## config.mk

```make
export PLATFORM = sky130hd
export DESIGN_NAME = uart_cmd_sequencer_flat
export DESIGN_NICKNAME = d
export VERILOG_FILES = /design/src/rtl/uart_cmd_sequencer_if.sv /design/src/rtl/uart_cmd_sequencer.sv /design/src/flat_wrapper.sv
export SDC_FILE = /design/constraint.sdc
export NUM_CORES = 1
export LEC_CHECK = 0
export BUFFER_PORTS_ARGS = -buffer_cell sky130_fd_sc_hd__buf_4
export CORE_UTILIZATION = 45
export DETAILED_ROUTE_END_ITERATION = 8
export PLACE_DENSITY = 0.63
export RECOVER_POWER = 25
export SLEW_MARGIN = 20
export SYNTH_ARGS = -nofsm -noshare
export SYNTH_HDL_FRONTEND = slang
export SYNTH_SLANG_ARGS = --single-unit
```

## constraint.sdc

```tcl
create_clock -name clk -period 3.9 [get_ports clk]
set_input_delay 0.78 -clock clk [delete_from_list [all_inputs] [get_ports clk]]
set_output_delay 0.78 -clock clk [all_outputs]
set_load 0.01 [all_outputs]
```

## src/rtl/uart_cmd_sequencer_if.sv

```systemverilog
// uart_cmd_sequencer_if
// Bundles the command-producer side, the UART_tx handshake and the status/error signals of
// uart_cmd_sequencer.
// Modports:
//   slave  - the sequencer itself (drives full/empty/count/trmt/tx_data/busy/errors)
//   master - the environment (drives push/push_data/tx_done/clr_err)
// Build option: CMD_SEQ_STATS_EN adds the sent_cnt/drop_cnt statistics counters.
interface uart_cmd_sequencer_if #(
    parameter int unsigned DATA_W = 8,
    parameter int unsigned DEPTH  = 8
);
    localparam int unsigned CntW = $clog2(DEPTH + 1);

    logic              push;
    logic [DATA_W-1:0] push_data;
    logic              full;
    logic              empty;
    logic [CntW-1:0]   count;
    logic              trmt;
    logic [DATA_W-1:0] tx_data;
    logic              tx_done;
    logic              busy;
    logic              ovf_err;
    logic              timeout_err;
    logic              clr_err;
`ifdef CMD_SEQ_STATS_EN
    logic [15:0]       sent_cnt;
    logic [15:0]       drop_cnt;
`endif

    modport slave (
        input  push, push_data, tx_done, clr_err,
        output full, empty, count, trmt, tx_data, busy, ovf_err, timeout_err
`ifdef CMD_SEQ_STATS_EN
        , output sent_cnt, drop_cnt
`endif
    );

    modport master (
        output push, push_data, tx_done, clr_err,
        input  full, empty, count, trmt, tx_data, busy, ovf_err, timeout_err
`ifdef CMD_SEQ_STATS_EN
        , input sent_cnt, drop_cnt
`endif
    );
endinterface

```

## src/rtl/uart_cmd_sequencer.sv

```systemverilog
// uart_cmd_sequencer
// Queues command bytes in a small FIFO and issues them one at a time to UART_tx over the
// trmt/tx_data/tx_done handshake. Every completed send is followed by a GAP_CYC-clock idle gap;
// a transmitter that never answers is caught by a watchdog, which halts issuing until clr_err.
// Ports:
//   clk    system clock
//   rst_n  synchronous active-low reset (drops any in-flight byte and the FIFO contents)
//   bus    uart_cmd_sequencer_if.slave:
//            push/push_data in, full/empty/count out        - producer side
//            trmt/tx_data out, tx_done in                   - UART_tx side
//            busy/ovf_err/timeout_err out, clr_err in       - status and sticky errors
// Build option: define CMD_SEQ_STATS_EN to add saturating bus.sent_cnt / bus.drop_cnt.
module uart_cmd_sequencer #(
    parameter int unsigned DATA_W      = 8,
    parameter int unsigned DEPTH       = 8,
    parameter int unsigned GAP_CYC     = 50,
    parameter int unsigned TIMEOUT_CYC = 10_000_000
) (
    input logic                 clk,
    input logic                 rst_n,
    uart_cmd_sequencer_if.slave bus
);
    localparam int unsigned PtrW = $clog2(DEPTH);
    localparam int unsigned CntW = $clog2(DEPTH + 1);
    localparam int unsigned WdW  = $clog2(TIMEOUT_CYC + 1);
    localparam int unsigned GapW = (GAP_CYC > 0) ? $clog2(GAP_CYC + 1) : 1;

    localparam logic [WdW-1:0]  WdLast  = WdW'(TIMEOUT_CYC - 1);
    localparam logic [GapW-1:0] GapLast = GapW'(GAP_CYC - 1);
    localparam logic [CntW-1:0] CntFull = CntW'(DEPTH);

    typedef enum logic [2:0] {
        StIdle,
        StLoad,
        StWaitDone,
        StGap,
        StHalt
    } state_e;

    state_e            state_q, state_d;
    logic [DATA_W-1:0] mem_q [DEPTH];
    logic [PtrW-1:0]   wr_ptr_q, wr_ptr_d;
    logic [PtrW-1:0]   rd_ptr_q, rd_ptr_d;
    logic [CntW-1:0]   count_q, count_d;
    logic              full_q, full_d;
    logic              empty_q, empty_d;
    logic              trmt_q, trmt_d;
    logic [DATA_W-1:0] tx_data_q, tx_data_d;
    logic              busy_q, busy_d;
    logic              ovf_q, ovf_d;
    logic              timeout_q, timeout_d;
    logic [WdW-1:0]    wd_q, wd_d;
    logic [GapW-1:0]   gap_q, gap_d;
    logic              wr_en;
    logic              rd_en;

    always_comb begin
        state_d   = state_q;
        rd_en     = 1'b0;
        trmt_d    = 1'b0;
        tx_data_d = tx_data_q;
        wd_d      = wd_q;
        gap_d     = gap_q;
        timeout_d = timeout_q;
        ovf_d     = ovf_q;

        // Full is the registered flag, so a push alongside a pop while full is still dropped.
        wr_en = bus.push && !full_q;

        // Clear first so that a coincident new error wins over clr_err.
        if (bus.clr_err) begin
            ovf_d     = 1'b0;
            timeout_d = 1'b0;
        end
        if (bus.push && full_q) begin
            ovf_d = 1'b1;
        end

        unique case (state_q)
            StIdle: begin
                if (!empty_q) begin
                    rd_en     = 1'b1;
                    tx_data_d = mem_q[rd_ptr_q];
                    trmt_d    = 1'b1;
                    state_d   = StLoad;
                end
            end
            StLoad: begin
                // tx_done is not looked at here; it cannot belong to this byte yet.
                wd_d    = '0;
                state_d = StWaitDone;
            end
            StWaitDone: begin
                if (bus.tx_done) begin
                    gap_d   = '0;
                    state_d = (GAP_CYC == 0) ? StIdle : StGap;
                end else if (wd_q == WdLast) begin
                    timeout_d = 1'b1;
                    state_d   = StHalt;
                end else begin
                    wd_d = wd_q + WdW'(1);
                end
            end
            StGap: begin
                if (gap_q == GapLast) begin
                    state_d = StIdle;
                end else begin
                    gap_d = gap_q + GapW'(1);
                end
            end
            StHalt: begin
                if (bus.clr_err) begin
                    state_d = StIdle;
                end
            end
            default: state_d = StIdle;
        endcase

        wr_ptr_d = wr_en ? wr_ptr_q + PtrW'(1) : wr_ptr_q;
        rd_ptr_d = rd_en ? rd_ptr_q + PtrW'(1) : rd_ptr_q;
        unique case ({wr_en, rd_en})
            2'b10:   count_d = count_q + CntW'(1);
            2'b01:   count_d = count_q - CntW'(1);
            default: count_d = count_q;
        endcase
        full_d  = (count_d == CntFull);
        empty_d = (count_d == '0);
        busy_d  = (state_d != StIdle);
    end

    always_ff @(posedge clk) begin
        if (!rst_n) begin
            state_q   <= StIdle;
            wr_ptr_q  <= '0;
            rd_ptr_q  <= '0;
            count_q   <= '0;
            full_q    <= 1'b0;
            empty_q   <= 1'b1;
            trmt_q    <= 1'b0;
            tx_data_q <= '0;
            busy_q    <= 1'b0;
            ovf_q     <= 1'b0;
            timeout_q <= 1'b0;
            wd_q      <= '0;
            gap_q     <= '0;
        end else begin
            state_q   <= state_d;
            wr_ptr_q  <= wr_ptr_d;
            rd_ptr_q  <= rd_ptr_d;
            count_q   <= count_d;
            full_q    <= full_d;
            empty_q   <= empty_d;
            trmt_q    <= trmt_d;
            tx_data_q <= tx_data_d;
            busy_q    <= busy_d;
            ovf_q     <= ovf_d;
            timeout_q <= timeout_d;
            wd_q      <= wd_d;
            gap_q     <= gap_d;
        end
    end

    // Storage needs no reset; the pointers define what is valid.
    always_ff @(posedge clk) begin
        if (wr_en) begin
            mem_q[wr_ptr_q] <= bus.push_data;
        end
    end

    assign bus.full        = full_q;
    assign bus.empty       = empty_q;
    assign bus.count       = count_q;
    assign bus.trmt        = trmt_q;
    assign bus.tx_data     = tx_data_q;
    assign bus.busy        = busy_q;
    assign bus.ovf_err     = ovf_q;
    assign bus.timeout_err = timeout_q;

`ifdef CMD_SEQ_STATS_EN
    logic        sent_inc;
    logic        to_inc;
    logic        ovf_inc;
    logic [16:0] drop_sum;
    logic [15:0] sent_q, sent_d;
    logic [15:0] drop_q, drop_d;

    always_comb begin
        sent_inc = (state_q == StWaitDone) && bus.tx_done;
        to_inc   = (state_q == StWaitDone) && !bus.tx_done && (wd_q == WdLast);
        ovf_inc  = bus.push && full_q;
        sent_d   = (sent_inc && (sent_q != 16'hFFFF)) ? sent_q + 16'd1 : sent_q;
        // A drop and a timeout can land in the same cycle, so add up to two.
        drop_sum = {1'b0, drop_q} + {16'd0, to_inc} + {16'd0, ovf_inc};
        drop_d   = drop_sum[16] ? 16'hFFFF : drop_sum[15:0];
    end

    always_ff @(posedge clk) begin
        if (!rst_n) begin
            sent_q <= '0;
            drop_q <= '0;
        end else begin
            sent_q <= sent_d;
            drop_q <= drop_d;
        end
    end

    assign bus.sent_cnt = sent_q;
    assign bus.drop_cnt = drop_q;
`endif
endmodule

```

## src/flat_wrapper.sv

```systemverilog
// flat-port wrapper written by rule: the top's interface ports become plain ports
module uart_cmd_sequencer_flat 
#(
    parameter int unsigned DATA_W      = 8,
    parameter int unsigned DEPTH       = 8,
    parameter int unsigned GAP_CYC     = 50,
    parameter int unsigned TIMEOUT_CYC = 10_000_000
)
  (clk, rst_n, bus_push, bus_push_data, bus_tx_done, bus_clr_err, bus_full, bus_empty, bus_count, bus_trmt, bus_tx_data, bus_busy, bus_ovf_err, bus_timeout_err);
  uart_cmd_sequencer_if #(.DATA_W(DATA_W), .DEPTH(DEPTH)) bus_i ();
  input logic clk;
  input logic rst_n;
  input wire logic [$bits(bus_i.push)-1:0] bus_push;
  input wire logic [$bits(bus_i.push_data)-1:0] bus_push_data;
  input wire logic [$bits(bus_i.tx_done)-1:0] bus_tx_done;
  input wire logic [$bits(bus_i.clr_err)-1:0] bus_clr_err;
  output wire logic [$bits(bus_i.full)-1:0] bus_full;
  output wire logic [$bits(bus_i.empty)-1:0] bus_empty;
  output wire logic [$bits(bus_i.count)-1:0] bus_count;
  output wire logic [$bits(bus_i.trmt)-1:0] bus_trmt;
  output wire logic [$bits(bus_i.tx_data)-1:0] bus_tx_data;
  output wire logic [$bits(bus_i.busy)-1:0] bus_busy;
  output wire logic [$bits(bus_i.ovf_err)-1:0] bus_ovf_err;
  output wire logic [$bits(bus_i.timeout_err)-1:0] bus_timeout_err;
  assign bus_i.push = bus_push;
  assign bus_i.push_data = bus_push_data;
  assign bus_i.tx_done = bus_tx_done;
  assign bus_i.clr_err = bus_clr_err;
  assign bus_full = bus_i.full;
  assign bus_empty = bus_i.empty;
  assign bus_count = bus_i.count;
  assign bus_trmt = bus_i.trmt;
  assign bus_tx_data = bus_i.tx_data;
  assign bus_busy = bus_i.busy;
  assign bus_ovf_err = bus_i.ovf_err;
  assign bus_timeout_err = bus_i.timeout_err;
  uart_cmd_sequencer #(.DATA_W(DATA_W), .DEPTH(DEPTH), .GAP_CYC(GAP_CYC), .TIMEOUT_CYC(TIMEOUT_CYC)) u_core (.clk(clk), .rst_n(rst_n), .bus(bus_i));
endmodule
```

==> impl_metrics.tcl <==
set metrics [dict create \
    htreeDepth 4 \
    max_freq_mhz 394 \
    tns_ps 0 \
    num_antenna_cells 0 \
    port_buffers 30 \
    worstRegToRegCells 8 \
    finalHoldViolCount 0 \
    power.switching_mw 1.08 \
    swShare_pct 28.0 \
    post_cts_buffers 0 \
    ys_seq_elements 121 \
    crit_top_cell "ha_1" \
    first_pass_iters 4 \
    cp_slowest_stage_delay_ps 400 \
    power_density_nw_per_um2 640 \
    cts.sinks 121 \
    vias 3316 \
    avgViaCountPerCell 5.44 \
    comb_power_share_pct 20.7 \
    io_pins 31 \
    worstHoldStart "u_core.bus.ovf_err" \
    worstReg2RegStart "u_core.state_q[1]" \
    cp.depth 10 \
    layout-drive-gt1-share_pct 20.3 \
    worst_slack_ps 1360 \
    root_buffer "clkbuf_16" \
    drc 0 \
    synth_edf_count 64 \
    start_kind "primary input" \
    pwr-share-clk_pct 38.7 \
    endpoint_kind "flip-flop" \
    area_delta_synth_final_pct 17.4 \
    slew_headroom_pct 38.6 \
    rows 38 \
    cts_buffers 17 \
    cts_tree "yes" \
    crit_start "bus_push" \
    fillCellCount 909 \
    required_ps 4180 \
    crit_family "adder cells" \
    critPathKind "in2reg" \
    yosysSeqAreaShare_pct 59.3 \
    final_common_cell "edfxtp_1" \
    cts_resized 0 \
    gp_congestion 0.828 \
    p_int_mw 2.79 \
    final.min_clock_period_ps 2540 \
    post-route-period-util_pct 65.0 \
    antenna_found_initial 0 \
    synthFlopType "edfxtp_1" \
    syn_inst 420 \
    wl_per_cell_um 16.3 \
    seqPwrFrac_pct 40.5 \
    yosysUniqueCellTypes 56 \
    cap_violations 0 \
    core-area_um2 11000 \
    fin_util_pct 55.0 \
    grt_pass1_wl_um 16300 \
    clockBufferDepth 2 \
    cp_cell_sequence "buf_4 > nor2b_1 > inv_1 > ha_1 > ha_1 > a21o_1 > a21oi_1 > mux2i_1 > xor2_1 > nor3_1" \
    die_h_um 109 \
    run_status "complete, no violations" \
    syn_avg_cell_area_um2 12.3 \
    async_reset_ff_share_pct 0 \
    hold_depth 2 \
    fin_skew_ps 7.98 \
    antenna_left 0 \
    die_area_um2 11900 \
    final_cell_mix "64 x edfxtp_1, 57 x dfxtp_1, 45 x nor2_1, 29 x buf_4, 26 x a21oi_1" \
    synth_area_um2 5160 \
    grt_overflow 0 \
    ir_drop_v 0.000435 \
    initial_core_util_pct 46.8 \
    fp.dieW_um 109 \
    nets 478 \
    worstPathMaxFanout 6 \
    setup_viol 0 \
    min_path_type "reg2reg" \
    crit_slowest_cell "nor2b_1" \
    hold_buffers 0 \
    path_clk_slew_ps 50 \
    insertion_delay_ps 400 \
    grt_max_degree 22 \
    grtUsageTotal_pct 18.9 \
    arrival_ps 2820 \
    grt_pass1_vias 3245 \
    regArea_um2 3060 \
    dp_hpwl_um 6400 \
    rsz0062_at_grt "no" \
    p_leak_nw 2.03 \
    slew_violations 0 \
    critPathBufInv 2 \
    synth_fp_nets 442 \
    synth_warnings 0 \
    drt_iter0_drc 193 \
    worstMarginPinSlew_ps 918 \
    post-place-ws_ps 944 \
    multi_input_area_um2 1960 \
    totalWireLength_um 9930 \
]
per-stage QoR:
| step | area [um^2] | std cells | total power, mW | hold slack, ps |
|---|---|---|---|---|
| 6_report | 6060 | 609 | 3.88 | 474 |
| 3_3_place_gp | 5510 | 576 | 2.40 | 455 |
| 4_1_cts | 6080 | 608 | 3.93 | 474 |
| 2_1_floorplan | 5160 | 420 | 2.16 | 447 |
| 3_5_place_dp | 5510 | 576 | 2.42 | 465 |
| 5_1_grt | 6060 | 609 | 4.08 | 498 |
registers in the layout (all words and copies together), names as in the netlist:
name                    count
u_core.bus.full             1
u_core.state_q              3
u_core.bus.trmt             1
u_core.mem_q               64
u_core.rd_ptr_q             3
u_core.bus.count            4
u_core.bus.empty            1
u_core.bus.busy             1
u_core.wr_ptr_q             3
u_core.bus.tx_data          8
u_core.bus.timeout_err      1
u_core.wd_q                24
u_core.bus.ovf_err          1
u_core.gap_q                6
cell usage after synthesis (7+ instances only):
cell type / count / share of area, %
a21oi_1: 26 / 2.5
mux4_2: 16 / 7.0
nor2_1: 45 / 3.3
nand2_1: 19 / 1.4
or3_1: 12 / 1.5
nand2b_1: 7 / 0.85
edfxtp_1: 64 / 37
mux2i_1: 13 / 2.5
nand3_1: 11 / 1.1
o21ai_0: 19 / 1.8
xor2_1: 9 / 1.5
clkbuf_1: 11 / 0.80
dfxtp_1: 57 / 22
ha_1: 8 / 1.9
nand4_1: 9 / 1.1
a211oi_1: 10 / 1.5
nor3_1: 9 / 0.87
inv_1: 11 / 0.80
worst min-delay path: cells and delay by family, from the launching register on:
| kind | cells | cell delay, ps |
|---|---|---|
| flops | 1 | 310 |
| simple gates | 1 | 70 |
| compound gates | 1 | 50 |
worst paths after layout:
| path | endpoint | slack, ps |
|---|---|---|
| max | u_core.bus.full | 1360 |
| min | u_core.bus.ovf_err | 470 |
| max reg2reg | u_core.bus.full | 1370 |
| min reg2reg | u_core.bus.ovf_err | 470 |
final cells by class:
cell class	instances	area share (%)
flip-flops and latches	121	50.5
multi-input cells	267	32.3
clock buffers	18	7.08
repair buffers	37	4.09
well taps	140	2.89
clock inverters	14	2.41
inverters	12	0.743
power by group through the flow:
stage / registers (mW) / logic, mW / clock network, mW
2_1_floorplan: 1.58 / 0.578 / 0
3_3_place_gp: 1.60 / 0.802 / 0
3_5_place_dp: 1.60 / 0.818 / 0
4_1_cts: 1.58 / 0.822 / 1.54
5_1_grt: 1.59 / 0.898 / 1.60
6_report: 1.57 / 0.804 / 1.50
metal layers:
metal,up-vias,track usage [%],wire [um]
li1,1658,-,-
met3,10,5.74,276
met2,59,31.3,5040
met4,0,7.92,129
met5,-,0,0
met1,1589,22.9,4480
logic make-up (layout without fill, tap and decap cells):
family                   after synthesis  count (layout)  synth area share [%]
adder cells (fa/ha/maj)                9               9                  2.33
AND/OR/NAND/NOR                      141             141                  14.6
AO/OA/AOI/OAI                         74              74                  8.94
multiplexers                          29              29                  9.50
buffers and inverters                 32              81                  2.93
XOR/XNOR                              14              14                  2.37
flip-flops                           121             121                  59.3
Note: power is estimated with default switching activity, not from simulation.
